### config.mk
export PLATFORM = sky130hd
export DESIGN_NAME = transceiver_top
export DESIGN_NICKNAME = d
export VERILOG_FILES = /design/src/rtl/transceiver_top.sv
export SDC_FILE = /design/constraint.sdc
export NUM_CORES = 1
export LEC_CHECK = 0
export CAP_MARGIN = 20
export CORE_MARGIN = 2
export CORE_UTILIZATION = 55
export CTS_CLUSTER_DIAMETER = 50
export DETAILED_ROUTE_END_ITERATION = 8
export PLACE_DENSITY = 0.85
export SLEW_MARGIN = 20
export SYNTH_ARGS = -nofsm -noshare
export SYNTH_HDL_FRONTEND = slang
export SYNTH_SLANG_ARGS = --single-unit
export TNS_END_PERCENT = 5
### constraint.sdc
create_clock -name clk -period 1.95 [get_ports clk]
set_clock_uncertainty 0.05 [all_clocks]
set_input_delay 0.195 -clock clk [delete_from_list [all_inputs] [get_ports clk]]
set_output_delay 0.195 -clock clk [all_outputs]
set_load 0.02 [all_outputs]
### src/rtl/transceiver_top.sv
// Serial loopback transceiver: collects a byte MSB first, Hamming(12,8)
// encodes it, sends the codeword as antipodal 12-bit samples, hard-demodulates
// them back, corrects a single-bit error, and reports the recovered byte.
module transceiver_top #(
  parameter int AMP     = 2047,
  parameter int ERR_POS = 0
) (
  input  logic        clk,
  input  logic        rst,
  input  logic        en,
  input  logic        data,
  output logic        done,
  output logic        q,
  output logic [11:0] modulator_out
);

  typedef enum logic [1:0] {COLLECT, ENC, TX, DEC} state_t;

  // Handshake: there is none; en is a plain qualifier that is honoured only
  // in COLLECT, and done is a one-cycle strobe with decoder_out held after it.

  localparam logic [11:0] POS_SAMPLE = 12'(AMP);
  localparam logic [11:0] NEG_SAMPLE = 12'(-AMP);

  state_t      state;
  state_t      state_next;
  logic [2:0]  bit_cnt;
  logic [7:0]  byte_reg;
  logic [11:0] encoder_out;
  logic [11:0] rx_shift;
  logic [7:0]  decoder_out;
  logic [3:0]  tx_cnt;

  logic [3:0]  tx_pos;
  logic        tx_bit;
  logic [11:0] tx_sample;
  logic        decision;
  logic [3:0]  syndrome;
  logic [11:0] corrected;
  logic        unused_probe;

  // Hamming(12,8): data sits at c3,c5,c6,c7,c9..c12; parity at powers of two.
  function automatic logic [11:0] hamming(input logic [7:0] d);
    logic p1, p2, p4, p8;
    p1 = d[0] ^ d[1] ^ d[3] ^ d[4] ^ d[6];
    p2 = d[0] ^ d[2] ^ d[3] ^ d[5] ^ d[6];
    p4 = d[1] ^ d[2] ^ d[3] ^ d[7];
    p8 = d[4] ^ d[5] ^ d[6] ^ d[7];
    return {d[7], d[6], d[5], d[4], p8, d[3], d[2], d[1], p4, d[0], p2, p1};
  endfunction

  // Transmit side: codeword position sent this cycle is c(12 - tx_cnt).
  always_comb begin
    tx_pos    = 4'd12 - tx_cnt;
    tx_bit    = 1'b0;
    if (tx_cnt < 4'd12) tx_bit = encoder_out[4'd11 - tx_cnt];
    if ((ERR_POS != 0) && (int'(tx_pos) == ERR_POS)) tx_bit = ~tx_bit;
    tx_sample = tx_bit ? POS_SAMPLE : NEG_SAMPLE;
    decision  = ~modulator_out[11];
  end

  // Receive side: syndrome over the collected codeword and single-bit fix.
  always_comb begin
    syndrome[0] = ^(rx_shift & 12'h555);
    syndrome[1] = ^(rx_shift & 12'h666);
    syndrome[2] = ^(rx_shift & 12'h878);
    syndrome[3] = ^(rx_shift & 12'hF80);
    corrected   = rx_shift;
    if ((syndrome != 4'd0) && (syndrome <= 4'd12))
      corrected = rx_shift ^ (12'd1 << (syndrome - 4'd1));
  end

  // decoder_out is a probe-only net; fold it into a sink so it counts as read.
  assign unused_probe = ^decoder_out;

  // State register.
  always_ff @(posedge clk) begin
    if (rst) state <= COLLECT;
    else     state <= state_next;
  end

  // Next-state logic for the frame sequence.
  always_comb begin
    state_next = state;
    case (state)
      COLLECT: if (en && (bit_cnt == 3'd7)) state_next = ENC;
      ENC:     state_next = TX;
      TX:      if (tx_cnt == 4'd12) state_next = DEC;
      DEC:     state_next = COLLECT;
      default: state_next = COLLECT;
    endcase
  end

  // Datapath: byte collection, encoding, modulation, demodulation, decoding.
  always_ff @(posedge clk) begin
    if (rst) begin
      bit_cnt       <= 3'd0;
      byte_reg      <= 8'd0;
      encoder_out   <= 12'd0;
      rx_shift      <= 12'd0;
      decoder_out   <= 8'd0;
      tx_cnt        <= 4'd0;
      modulator_out <= 12'd0;
      q             <= 1'b0;
      done          <= 1'b0;
    end else begin
      done <= 1'b0;
      case (state)
        COLLECT: begin
          if (en) begin
            byte_reg <= {byte_reg[6:0], data};
            bit_cnt  <= bit_cnt + 3'd1;
          end
        end
        ENC: begin
          encoder_out <= hamming(byte_reg);
          tx_cnt      <= 4'd0;
        end
        TX: begin
          if (tx_cnt != 4'd12) begin
            modulator_out <= tx_sample;
            tx_cnt        <= tx_cnt + 4'd1;
          end else begin
            modulator_out <= 12'd0;
          end
          // Each sample is sliced one cycle after it is launched.
          if (tx_cnt != 4'd0) begin
            q        <= decision;
            rx_shift <= {rx_shift[10:0], decision};
          end
        end
        DEC: begin
          decoder_out <= {corrected[11:8], corrected[6:4], corrected[2]};
          done        <= 1'b1;
        end
        default: ;
      endcase
    end
  end

endmodule

Yosys cells after proc, flatten, opt, wreduce, memory -nomap -nowiden:

Index checks and enable logic that the tools add are counted.

* add/sub/neg operators: 3
* multiply operators: 0
* div/mod/pow operators: 0
* $lt $le $gt $ge: 2
* equal/unequal tests: 9
* shifts and indexed selects: 0
* multiplexer cells: 11
* bitwise operators: 15
* reduce and logical (&&, ||, !) cells: 8

Operator list (number)
* $mux W12: 2
* $xor A1 B1 Y1: 14
* $pmux W2 S4: 1
* $pmux W4 S2: 1
* $reduce_and A2 Y1: 4
* $ne A2 B2 Y1 const B: 3
* $lt A4 B5 Y1 const B: 1
* $add A4 B1 Y4 const B: 1
* $bmux W1 S4: 1
* $eq A2 B2 Y1 const B: 2
* $eq A4 B4 Y1 const B: 1
* $lt A4 B4 Y1 const B: 1
* $mux W2: 2
* $mux W4: 1
* $ne A4 B4 Y1 const B: 1
* $reduce_bool A4 Y1: 1
* $sub A4 B4 Y4 const A: 1
* $add A3 B1 Y3 const B: 1
* $eq A3 B3 Y1 const B: 1
* $mux W1: 3
* $eq A2 B1 Y1 const B: 1
* $logic_not A2 Y1: 1
* $reduce_bool A2 Y1: 1
* $logic_and A1 B1 Y1: 1
* $not A1 Y1: 1

* register bits after elaboration: 43
* bits in latches: 0
* memory bits (writable): 0
* ROM bits: 0
* bits of input ports: 4
* output and inout bits: 14
* logic and storage cells: 56
* memories kept: 0

Longest topological paths before layout:

* depth after elaboration: 6
* depth in mapped cells: 7
* depth with buffers taken out: 6

Worst setup path before layout:

OpenSTA, ideal clock, no wires.

* path kind: register to register
* start point: register tx_cnt[2]
* end point: register modulator_out[11]
* library setup time: 88 ps
* arrival time: 1516 ps
* data required time: 1812 ps
* path slack: 296 ps
* cell stages (with the launch flop): 6
* buffers on the path: 0
* period minus slack after synthesis: 1654 ps
* path through: dfxtp_1 > inv_1 > ha_1 > or2_2 > o2111a_1 > nor4_2

* cells in the longest elaborated chain, start to end: 6
* elaborated cells between the ends (all ways): 8
* classes of those cells: 1 x add/sub; 1 x order compare; 1 x eq/ne; 5 x mux

RTL lines
* from (decl): RTL line 32 `logic [3:0] tx_cnt;`
* from (signal assigned): RTL line 122 `tx_cnt <= tx_cnt + 4'd1;`
* $sub A4 B4 Y4: RTL line 56 `if (tx_cnt < 4'd12) tx_bit = encoder_out[4'd11 - tx_cnt];`
* $bmux W1 S4: RTL line 56
* $mux W1 (implied by the code): RTL line 56
* $mux W1: RTL line 56
* $mux W12: RTL line 58 `tx_sample = tx_bit ? POS_SAMPLE : NEG_SAMPLE;`
* $mux W12 *: RTL line 120 `if (tx_cnt != 4'd12) begin`
* to (signal assigned): RTL line 121 `modulator_out <= tx_sample;`
* to (decl): RTL line 14 `output logic [11:0] modulator_out`

Mark *: on every way between the ends. The rest lies on a longest branch, timed or not. The select of a mux whose other input is x is not followed.
A chain may end at the register's enable or synchronous reset.

Worst setup path after layout:

Ends and elaborated chain as after synthesis.

==> results.md <==
- DR DRC count: 0
- Hold slack: 0.362 ns
- Comb power frac: just over 5%
- Share of cells above drive strength 1: between 8 and 9%
- Antenna Nets Post-Route: 0
- Overall die area: around 0.0036 sq mm
- EDFF count, synth: 0
- Multiplexer share of the synthesized area: between 8 and 9%
- Leakage: 0.684 nW
- Synth Area in XOR/XNOR: between 7 and 8%
- YS warnings: 0
- Crit path required time: 2.14 ns
- Sw power: between 0.2 and 0.3 mW
- FP Rows: 20
- Crit path DAT: slightly below 2 ns
- Via density: between 5 and 6
- Largest cells by area after synthesis: dfxtp_1 40%, ha_1 8.0%, mux2i_1 7.0%
- IO Port Bufs: 17
- Cts hold-fix bufs: 0
- Final min period: roughly 1.8 ns
- Max FFs per register: 12
- TritonCTS clock tree: yes
- Setup CP Type: flop to flop
- Setup crit end kind: flop
- Post-synth cell types: 33
- Syn_nets: a little over 200
- Worst hold endpoint: byte_reg[0]
- Critical-path cell list: inv_1 > ha_1 > or2_2 > o2111a_1 > nor4_2
- Endpoints failing setup: 0
- Post-CTS Resized: 0
- Clk Latency, worst-skew pair: about 0.32 ns
- Post-synthesis compound-gate area fraction: 10.9%
- # H-tree levels: 2
- Hold_sp: data
- Total routed wirelength: roughly 3000 um
- Peak supply drop: slightly above 0.5 mV
- CTS Buffer Depth: 2
- CP peak stage delay: 0.42 ns
- Antenna diode instance count: 0
- Initial core utilization: between 50 and 60%
- Crit Path Max Fanout: 5
- Main combinational cell family by area after synthesis: simple AND/OR/NAND/NOR gates
- Initial antenna violation count: 0
- Global-route wire length before repair: roughly 5400 um
- WL/cell: ~13 um
- Pin count of the biggest net entering global routing: 36
- Hold path cells: 3
- Total CTS buffers: 5
- Largest area contributor in the netlist: dfxtp_1
- Top cell type's share of synthesized area: 39.8%
- Vias: ~1300
- Root Buffer: clkbuf_4
- I/O Pins: 18
- Fmax: between 0.5 and 0.6 GHz
- Worst reg2reg setup slack: 0.17 ns
- # Max-Cap Violations: 0
- Vias in the first global route: between 1000 and 1500
- Most common cell after layout, fill and taps aside: dfxtp_1
- Nets: 219
- Status: complete, no violations
- RR Endpoint: modulator_out[11]
- Rel. slew slack: 69.4%
- Internal power: 0.903 mW
- Die width: approximately 60 um
- Post-DP HPWL: between 2000 and 2500 um
- Post-Syn Area: between 0.0015 and 0.002 sq mm
- Global route overflow: 0
- #FFs+latches synth: 34
- Sequential-to-total area share from yosys stat: between 30% and 40%
- Tcrit/Tclk final: roughly 91%
- Reg2Reg Depth: 5
- Unrepaired setup endpoints after global routing: no
- Postcts setup bufs: 0
- # clock sinks: 34
- Final slew viol count: 0
- Critical Path Start Type: flop
- Syn-to-layout area delta: 12.6%
- Worst-path clk slew: 0.10 ns
- FFs w/ async S/R, synth: 0%
- Clock network power share: 34.3%
- GRT Total Usage: between 20% and 30%
- Core area: ~0.003 sq mm
- DIE HEIGHT: 59.8 um
- Mapped Avg Cell Area: 8.91 sq um
- Primary FF master, synth: dfxtp_1
- Fin. Hold Viols: 0
- Worst-Margin Slew: about 0.46 ns
- Fin Setup TNS: 0 ns
- Mapped Cells: 192
- Simple-Gate Fraction of Synth Area: between 10% and 20%
- Switching share of power: around 23%
- Critical-path top delay cell: dfxtp_1
- Pre-antenna DRT Iters: 4
- Synth Area in Adders: 8.05%
- Flop pwr share: 60.6%
- GPL Wtd Cong: roughly 0.8
- Worst r2r src: tx_cnt[2]
- Commonest non-fill, non-tap cells in the layout: 34 x dfxtp_1, 28 x nand2_1, 20 x nor2_1
- PD cells: a little over 600 mW/mm^2
- 1st-iter DRT viols: 29
- Hold Path Class: primary input to flop
-- cells in the mapped netlist, types with 2 or more instances --
library cell,instances
mux2i_1,12
clkbuf_1,6
buf_4,9
a21oi_1,17
xnor2_1,13
o22ai_1,2
ha_1,11
nor2_1,20
nor2b_1,3
xor2_1,2
nand2_1,28
inv_1,7
a22oi_1,2
dfxtp_1,34
nand2b_1,3
a211oi_1,3
nor3_1,4
-- cell type report --
class	count	area, sq um
Multi-Input combinational cell	134	897
Tap cell	33	41.3
Fill cell	259	1080
Timing Repair Buffer	22	220
Sequential cell	34	681
Clock inverter	1	5.00
Inverter	7	26.3
Clock buffer	7	55.1
-- how the worst max path moves through the flow --
| stage | slack, ns | depth (start not counted) | endpoint | from |
|---|---|---|---|---|
| finish | 0.17 | 5 | modulator_out[11] | tx_cnt[2] |
| global route | 0.09 | 5 | modulator_out[10] | tx_cnt[2] |
| CTS | 0.18 | 1 | modulator_out[6] | modulator_out[10] |
| detailed placement | 0.21 | 5 | modulator_out[11] | tx_cnt[2] |
| global placement | 0.26 | 5 | modulator_out[11] | tx_cnt[2] |
| floorplan | 0.30 | 5 | modulator_out[11] | tx_cnt[2] |
-- cell families after synthesis --
family | after synthesis
AND/OR/NAND/NOR | 65
flip-flops | 34
AO/OA/AOI/OAI | 29
buffers and inverters | 24
XOR/XNOR | 15
multiplexers | 14
adder cells (fa/ha/maj) | 11
-- routing by layer --
layer  track usage, %  wire length (um)  up-vias
met5                0                 0        -
met4             10.2                33        0
met3             4.55               109        4
met2             30.1              1420       22
met1             27.8              1450      576
li1                 -                 -      652
-- power groups by stage --
stage / Clock [mW] / Combinational (mW) / Sequential (mW)
6_report: 0.401 / 0.0597 / 0.708
5_1_grt: 0.445 / 0.0677 / 0.710
4_1_cts: 0.414 / 0.0606 / 0.709
3_5_place_dp: 0 / 0.0603 / 0.725
3_3_place_gp: 0 / 0.0588 / 0.724
2_1_floorplan: 0 / 0.0425 / 0.723
-- metrics by stage --
stage	setup WS (ns)	cells	power [mW]	instance area, sq um	util [%]
after floorplan	0.296	192	0.765	1710	-
after global placement	0.258	230	0.783	1870	62.1
after detailed placement	0.213	230	0.785	1870	62.1
after CTS	0.181	238	1.18	1930	64.1
after global routing	0.0898	238	1.22	1930	64.1
final	0.175	238	1.17	1930	64.1
-- critical path: cells and delay by family, from the launching register on --
family | cells | cell delay [ns]
simple gates | 2 | 0.52
flops | 1 | 0.42
fa+ha+maj | 1 | 0.35
compound gates | 1 | 0.26
buf+inv | 1 | 0.10
No activity file was read; power rests on OpenSTA's default activity.
